==> src/rtl/ttrpg_dice_pkg.sv <==
// Shared types and constants for the I2C register-write slave.
// Holds the FSM state encoding, the default bus address and small decode helpers.
package ttrpg_dice_pkg;

    localparam logic [6:0] DEFAULT_I2C_ADDR = 7'h70;

    typedef enum logic [2:0] {
        ST_IDLE,
        ST_ADDR,
        ST_ACK_ADDR,
        ST_SUB,
        ST_ACK_SUB,
        ST_DATA,
        ST_ACK_DATA,
        ST_IGNORE
    } i2c_state_e;

    // A write transfer to us needs our address with the R/W bit clear.
    function automatic logic addr_match(input logic [7:0] addr_byte,
                                        input logic [6:0] own_addr);
        return (addr_byte[7:1] == own_addr) && !addr_byte[0];
    endfunction

    function automatic i2c_state_e next_after_ack(input i2c_state_e ack_state);
        i2c_state_e nxt;
        case (ack_state)
            ST_ACK_ADDR: nxt = ST_SUB;
            ST_ACK_SUB:  nxt = ST_DATA;
            ST_ACK_DATA: nxt = ST_DATA;
            default:     nxt = ST_IDLE;
        endcase
        return nxt;
    endfunction

endpackage

==> src/rtl/i2c_bus_sync.sv <==
// Pad synchronizer for SCL/SDA plus START, STOP and SCL edge detection.
// Events are single-cycle strobes in the system clock domain.
module i2c_bus_sync #(
    parameter int SYNC_STAGES = 2
) (
    input  logic i_clk,
    input  logic i_reset,
    input  logic i_scl,
    input  logic i_sda,
    output logic o_sda_bit,
    output logic o_scl_rise,
    output logic o_scl_fall,
    output logic o_start,
    output logic o_stop
);

    localparam int STAGES = (SYNC_STAGES < 2) ? 2 : SYNC_STAGES;

    logic [STAGES-1:0] r_scl_sync;
    logic [STAGES-1:0] r_sda_sync;
    logic              r_scl_d;
    logic              r_sda_d;

    logic w_scl;
    logic w_sda;
    logic w_sda_edge;
    logic w_scl_high;

    // Flops come out of reset at 1 so an idle bus never looks like an edge.
    always_ff @(posedge i_clk) begin
        if (i_reset) begin
            r_scl_sync <= '1;
            r_sda_sync <= '1;
            r_scl_d    <= 1'b1;
            r_sda_d    <= 1'b1;
        end else begin
            r_scl_sync <= {r_scl_sync[STAGES-2:0], i_scl};
            r_sda_sync <= {r_sda_sync[STAGES-2:0], i_sda};
            r_scl_d    <= w_scl;
            r_sda_d    <= w_sda;
        end
    end

    assign w_scl      = r_scl_sync[STAGES-1];
    assign w_sda      = r_sda_sync[STAGES-1];
    assign w_sda_edge = w_sda ^ r_sda_d;
    assign w_scl_high = w_scl & r_scl_d;

    // An SCL edge landing together with an SDA edge is ambiguous, so drop it.
    assign o_scl_rise = w_scl & ~r_scl_d & ~w_sda_edge;
    assign o_scl_fall = ~w_scl & r_scl_d & ~w_sda_edge;
    assign o_start    = w_scl_high & r_sda_d & ~w_sda;
    assign o_stop     = w_scl_high & ~r_sda_d & w_sda;
    assign o_sda_bit  = w_sda;

endmodule

==> src/rtl/i2c_write_slave.sv <==
// Write-only I2C register slave: address, sub-address pointer, then data bytes.
// Each data byte produces a one-cycle write strobe; the pointer auto-increments.
module i2c_write_slave
    import ttrpg_dice_pkg::*;
#(
    parameter logic [6:0] I2C_ADDR    = DEFAULT_I2C_ADDR,
    parameter int         SYNC_STAGES = 2
) (
    input  logic       i_clk,
    input  logic       i_reset,
    input  logic       i_scl_in,
    input  logic       i_sda_in,
    output logic       o_sda_oe,
    output logic       o_wr_valid,
    output logic [7:0] o_wr_addr,
    output logic [7:0] o_wr_data,
    output logic       o_busy
);

    logic w_sda_bit;
    logic w_scl_rise;
    logic w_scl_fall;
    logic w_start;
    logic w_stop;

    i2c_state_e r_state;
    logic [2:0] r_bit_cnt;
    logic [7:0] r_shift;
    logic       r_byte_rdy;
    logic [7:0] r_ptr;
    logic       r_sda_oe;
    logic       r_wr_valid;
    logic [7:0] r_wr_addr;
    logic [7:0] r_wr_data;
    logic       r_busy;

    i2c_state_e w_state_n;
    logic [2:0] w_bit_cnt_n;
    logic [7:0] w_shift_n;
    logic       w_byte_rdy_n;
    logic [7:0] w_ptr_n;
    logic       w_sda_oe_n;
    logic       w_wr_valid_n;
    logic [7:0] w_wr_addr_n;
    logic [7:0] w_wr_data_n;
    logic       w_busy_n;

    i2c_bus_sync #(
        .SYNC_STAGES (SYNC_STAGES)
    ) u_bus_sync (
        .i_clk      (i_clk),
        .i_reset    (i_reset),
        .i_scl      (i_scl_in),
        .i_sda      (i_sda_in),
        .o_sda_bit  (w_sda_bit),
        .o_scl_rise (w_scl_rise),
        .o_scl_fall (w_scl_fall),
        .o_start    (w_start),
        .o_stop     (w_stop)
    );

    always_ff @(posedge i_clk) begin
        if (i_reset) begin
            r_state    <= ST_IDLE;
            r_bit_cnt  <= '0;
            r_shift    <= '0;
            r_byte_rdy <= 1'b0;
            r_ptr      <= '0;
            r_sda_oe   <= 1'b0;
            r_wr_valid <= 1'b0;
            r_wr_addr  <= '0;
            r_wr_data  <= '0;
            r_busy     <= 1'b0;
        end else begin
            r_state    <= w_state_n;
            r_bit_cnt  <= w_bit_cnt_n;
            r_shift    <= w_shift_n;
            r_byte_rdy <= w_byte_rdy_n;
            r_ptr      <= w_ptr_n;
            r_sda_oe   <= w_sda_oe_n;
            r_wr_valid <= w_wr_valid_n;
            r_wr_addr  <= w_wr_addr_n;
            r_wr_data  <= w_wr_data_n;
            r_busy     <= w_busy_n;
        end
    end

    // A completed byte is acted on the cycle after its 8th bit is shifted in,
    // so decisions always see the whole byte in r_shift.
    always_comb begin
        w_state_n    = r_state;
        w_bit_cnt_n  = r_bit_cnt;
        w_shift_n    = r_shift;
        w_byte_rdy_n = 1'b0;
        w_ptr_n      = r_ptr;
        w_sda_oe_n   = r_sda_oe;
        w_wr_valid_n = 1'b0;
        w_wr_addr_n  = r_wr_addr;
        w_wr_data_n  = r_wr_data;
        w_busy_n     = r_busy;

        if (w_stop) begin
            w_state_n   = ST_IDLE;
            w_bit_cnt_n = '0;
            w_sda_oe_n  = 1'b0;
            w_busy_n    = 1'b0;
        end else if (w_start) begin
            w_state_n   = ST_ADDR;
            w_bit_cnt_n = '0;
            w_sda_oe_n  = 1'b0;
        end else if (r_byte_rdy) begin
            case (r_state)
                ST_ADDR: begin
                    if (addr_match(r_shift, I2C_ADDR)) begin
                        w_state_n = ST_ACK_ADDR;
                        w_busy_n  = 1'b1;
                    end else begin
                        w_state_n = ST_IGNORE;
                    end
                end
                ST_SUB: begin
                    w_ptr_n   = r_shift;
                    w_state_n = ST_ACK_SUB;
                end
                ST_DATA: begin
                    w_wr_addr_n  = r_ptr;
                    w_wr_data_n  = r_shift;
                    w_wr_valid_n = 1'b1;
                    w_ptr_n      = r_ptr + 8'd1;
                    w_state_n    = ST_ACK_DATA;
                end
                default: ;
            endcase
        end else begin
            case (r_state)
                ST_ADDR, ST_SUB, ST_DATA: begin
                    if (w_scl_rise) begin
                        w_shift_n    = {r_shift[6:0], w_sda_bit};
                        w_bit_cnt_n  = r_bit_cnt + 3'd1;
                        w_byte_rdy_n = (r_bit_cnt == 3'd7);
                    end
                end
                // First falling edge starts the ACK slot, the second ends it.
                ST_ACK_ADDR, ST_ACK_SUB, ST_ACK_DATA: begin
                    if (w_scl_fall) begin
                        if (!r_sda_oe) begin
                            w_sda_oe_n = 1'b1;
                        end else begin
                            w_sda_oe_n = 1'b0;
                            w_state_n  = next_after_ack(r_state);
                        end
                    end
                end
                default: ;
            endcase
        end
    end

    assign o_sda_oe   = r_sda_oe & ~w_stop;
    assign o_wr_valid = r_wr_valid;
    assign o_wr_addr  = r_wr_addr;
    assign o_wr_data  = r_wr_data;
    assign o_busy     = r_busy;

endmodule

==> config.mk <==
export PLATFORM = sky130hd
export DESIGN_NAME = i2c_write_slave
export DESIGN_NICKNAME = d
export VERILOG_FILES = /design/src/rtl/ttrpg_dice_pkg.sv /design/src/rtl/i2c_bus_sync.sv /design/src/rtl/i2c_write_slave.sv
export SDC_FILE = /design/constraint.sdc
export NUM_CORES = 1
export LEC_CHECK = 0
export CAP_MARGIN = 20
export CORE_ASPECT_RATIO = 0.6
export CORE_MARGIN = 1
export CORE_UTILIZATION = 58
export CTS_BUF_LIST = sky130_fd_sc_hd__clkbuf_8
export CTS_CLUSTER_SIZE = 14
export DETAILED_ROUTE_END_ITERATION = 8
export PLACE_DENSITY = 0.92
export SETUP_SLACK_MARGIN = 0.5
export SYNTH_ARGS = -nofsm -noshare
export SYNTH_HDL_FRONTEND = slang
export SYNTH_HIERARCHICAL = 1
export SYNTH_SLANG_ARGS = --single-unit
==> constraint.sdc <==
create_clock -name i_clk -period 2.2 [get_ports i_clk]
set_input_delay 0.66 -clock i_clk [delete_from_list [all_inputs] [get_ports i_clk]]
set_output_delay 0.66 -clock i_clk [all_outputs]
set_load 0.005 [all_outputs]
==> metrics.cfg <==
[cts]
cts_tree=yes
cts_buffers=5
clk_path_buf_depth=2
cts_root_buf=clkbuf_8
holdBufCountCts=0
cts_sinks=48
insertion_delay_ns=0.31
clkTransAtPathRegs_ns=0.08
htreeDepth=2

[detailed_routing]
vias=1871
viasPerCell=6.24
wl_per_cell_microns=18.7
ant_nets=0
drt_iter0_drc=258
first_pass_iters=6
drc=0
wirelength_mm=5.60

[logic_synthesis]
netlist_top_cells_area=dfxtp_1, mux2i_1, nor2_1
synth_compound_area_frac=0.0912
yosys_warnings=6
synthTopCellsByCount=dfxtp_1, nor2_1, mux2i_1, a21oi_1, nand2_1
synthAdderAreaFrac=0.0181
postSynth.asyncResetShare=0
yosysTopAreaCell=dfxtp_1
synth_flop_cell=dfxtp_1
synth_nets=226
synth_xor_area_frac=0.0169
synthMuxAreaShare=0.131
syn_area_sq_mm=0.00207
synthCells=219
synth_simple_gate_area_frac=0.241
synth_top_area_frac=0.464
yosysSeqAreaShare=0.464
yosysMostFrequentCell=dfxtp_1
synth_edf_count=0
synth_top_family_by_area=simple AND/OR/NAND/NOR gates
synth_cell_types=48
syn_area_per_cell_sq_um=9.46
ys_seq_elements=48

[global_route]
grt_pass1_vias=1532
grt-ovfl-total=0
busiest_layer=met2
grt_util_met2=0.472
grtUsageMet1=0.326
grtUsageMet3=0.0692
grt_antenna_before_repair=0
grt_max_degree=46
grt_pass1_wl_mm=7.39
grt.total_usage=0.269

[die]
die_w_microns=79.1
die_area_sq_mm=0.00382
die_y_microns=48.3
initial_core_util=0.623
rows=16
ioPinCount=23
core_sq_mm=0.00332

[timing]
fmax_ghz=0.543
finalSetupTns_ns=0
rsz0062_at_grt=yes
setup_viol=0
min_period_ns=1.84
slew_viol_final=0
worstMarginPinSlew_ns=0.502
skew_ns=0.00425
hold_viol_final=0
slew_headroom=0.665
fin_crit_sh=0.838

[setup_path]
critPathMaxStageDelay_ns=0.38
cp_max_fo=3
r2r_cells=9
path_cells=nand2_4, nor3b_4, nor2b_1, buf_2
cp_data_required_time_ns=1.54
cp.arrival_ns=1.18
cp_slowest_cell=dfxtp_4
crit_type=flip-flop to output port
end_kind=output port
cp-start-kind=flip-flop

[worst_hold_path]
hold_path_class=flip-flop to flip-flop
holdPathStages=1

[placed_design]
io_buffers=22
placed_cells=277
routabilityCongestion=0.810
dp_hpwl_mm=2.77

[cells_and_area]
design.final.nets=261
final_cells=300
fill_cells=190
drive_gt1_frac=0.294
diodes=0
syn_to_final_growth_pct=34.2

[status]
status=complete, no violations

[power]
power.density_mw_per_mm2=568
leakage_nw=1.20
vdd_drop_max_mv=0.672

[run]
maxCapViolCount=0

==> timing repair <==
item	CTS	global route
setup buffers	7	5
hold endpoints to repair	0	0
pin swaps	4	11
gates resized for setup	57	24
endpoints found under the setup margin	53	33
cloned	2	1
==> metrics by stage <==
| stage | worst slack (ns) | cell area [sq um] | util | hold WS (ns) | total power, mW |
|---|---|---|---|---|---|
| floorplan | 0.546 | 2080 | - | 0.383 | 0.924 |
| global placement | 0.122 | 2340 | 0.704 | 0.386 | 0.942 |
| detailed placement | 0.0462 | 2340 | 0.704 | 0.393 | 0.943 |
| CTS | 0.391 | 2650 | 0.797 | 0.413 | 1.57 |
| global route | 0.306 | 2780 | 0.836 | 0.454 | 1.62 |
| finish | 0.357 | 2780 | 0.836 | 0.427 | 1.58 |
==> worst paths after layout <==
check                                                         start                             endpoint  slack [ns]
worst min register to register  u_bus_sync/r_sda_sync[0]$_SDFF_PP1_  u_bus_sync/r_sda_sync[1]$_SDFF_PP1_        0.43
worst max-delay path            u_bus_sync/r_scl_sync[1]$_SDFF_PP1_                             o_sda_oe        0.36
worst min-delay path            u_bus_sync/r_sda_sync[0]$_SDFF_PP1_  u_bus_sync/r_sda_sync[1]$_SDFF_PP1_        0.43
worst max register to register  u_bus_sync/r_sda_sync[1]$_SDFF_PP1_                r_ptr[0]$_SDFFE_PP0P_        0.36
==> sequential cells by signal, summed over array words and instances, names as in the netlist <==
register,cells
u_bus_sync/r_sda_d,1
o_wr_addr,8
r_sda_oe,1
r_ptr,8
o_busy,1
o_wr_valid,1
u_bus_sync/r_sda_sync,2
u_bus_sync/r_scl_sync,2
u_bus_sync/r_scl_d,1
r_bit_cnt,3
r_shift,8
r_state,3
o_wr_data,8
r_byte_rdy,1
==> cell usage in the layout, fill, tap and decap left out, types with 3 or more instances in the layout <==
cell type        count
nor3_1               4
clkbuf_8             5
dfxtp_1             27
dlygate4sd2_1       18
dfxtp_2             17
o21ai_0              3
clkdlybuf4s50_1      3
o21ai_1              3
buf_6                3
mux2i_1             24
nor2_1              37
buf_4               11
dfxtp_4              4
nand2_1              8
a21oi_1              9
nand3_1              4
or2_1                6
ha_1                 3
buf_12               3
==> where the power goes <==
group          internal [mW]  total [mW]  switching (mW)
clock network          0.336       0.641           0.305
registers              0.870       0.876         0.00547
logic                 0.0282      0.0618          0.0336
==> routing by layer <==
metal  part of all wire  up-vias
met5                  0        -
met4              0.020        0
met3              0.084       18
met2               0.48      112
met1               0.41      907
li1                   -      834
==> cells by family after synthesis <==
| group | count (synthesis) |
|---|---|
| multiplexers | 27 |
| buffers and inverters | 16 |
| flip-flops | 48 |
| adder cells (fa/ha/maj) | 3 |
| AO/OA/AOI/OAI | 29 |
| XOR/XNOR | 4 |
| AND/OR/NAND/NOR | 92 |
==> final cells by class <==
cell class / count / area [sq um] / share of cell area
clock buffer: 5 / 68.8 / 0.0248
inverter: 2 / 7.51 / 0.00270
multi-input combinational: 155 / 1160 / 0.416
tap: 45 / 56.3 / 0.0203
timing repair buffer: 42 / 449 / 0.162
sequential: 48 / 997 / 0.359
clock inverter: 3 / 42.5 / 0.0153
==> critical path, delay by kind of cell, from the launching register on <==
kind                   cells  cell delay [ns]
AND/OR/NAND/NOR            3             0.37
flip-flops                 1             0.38
buffers and inverters      1             0.13
Note: power is estimated with default switching activity, not from simulation.
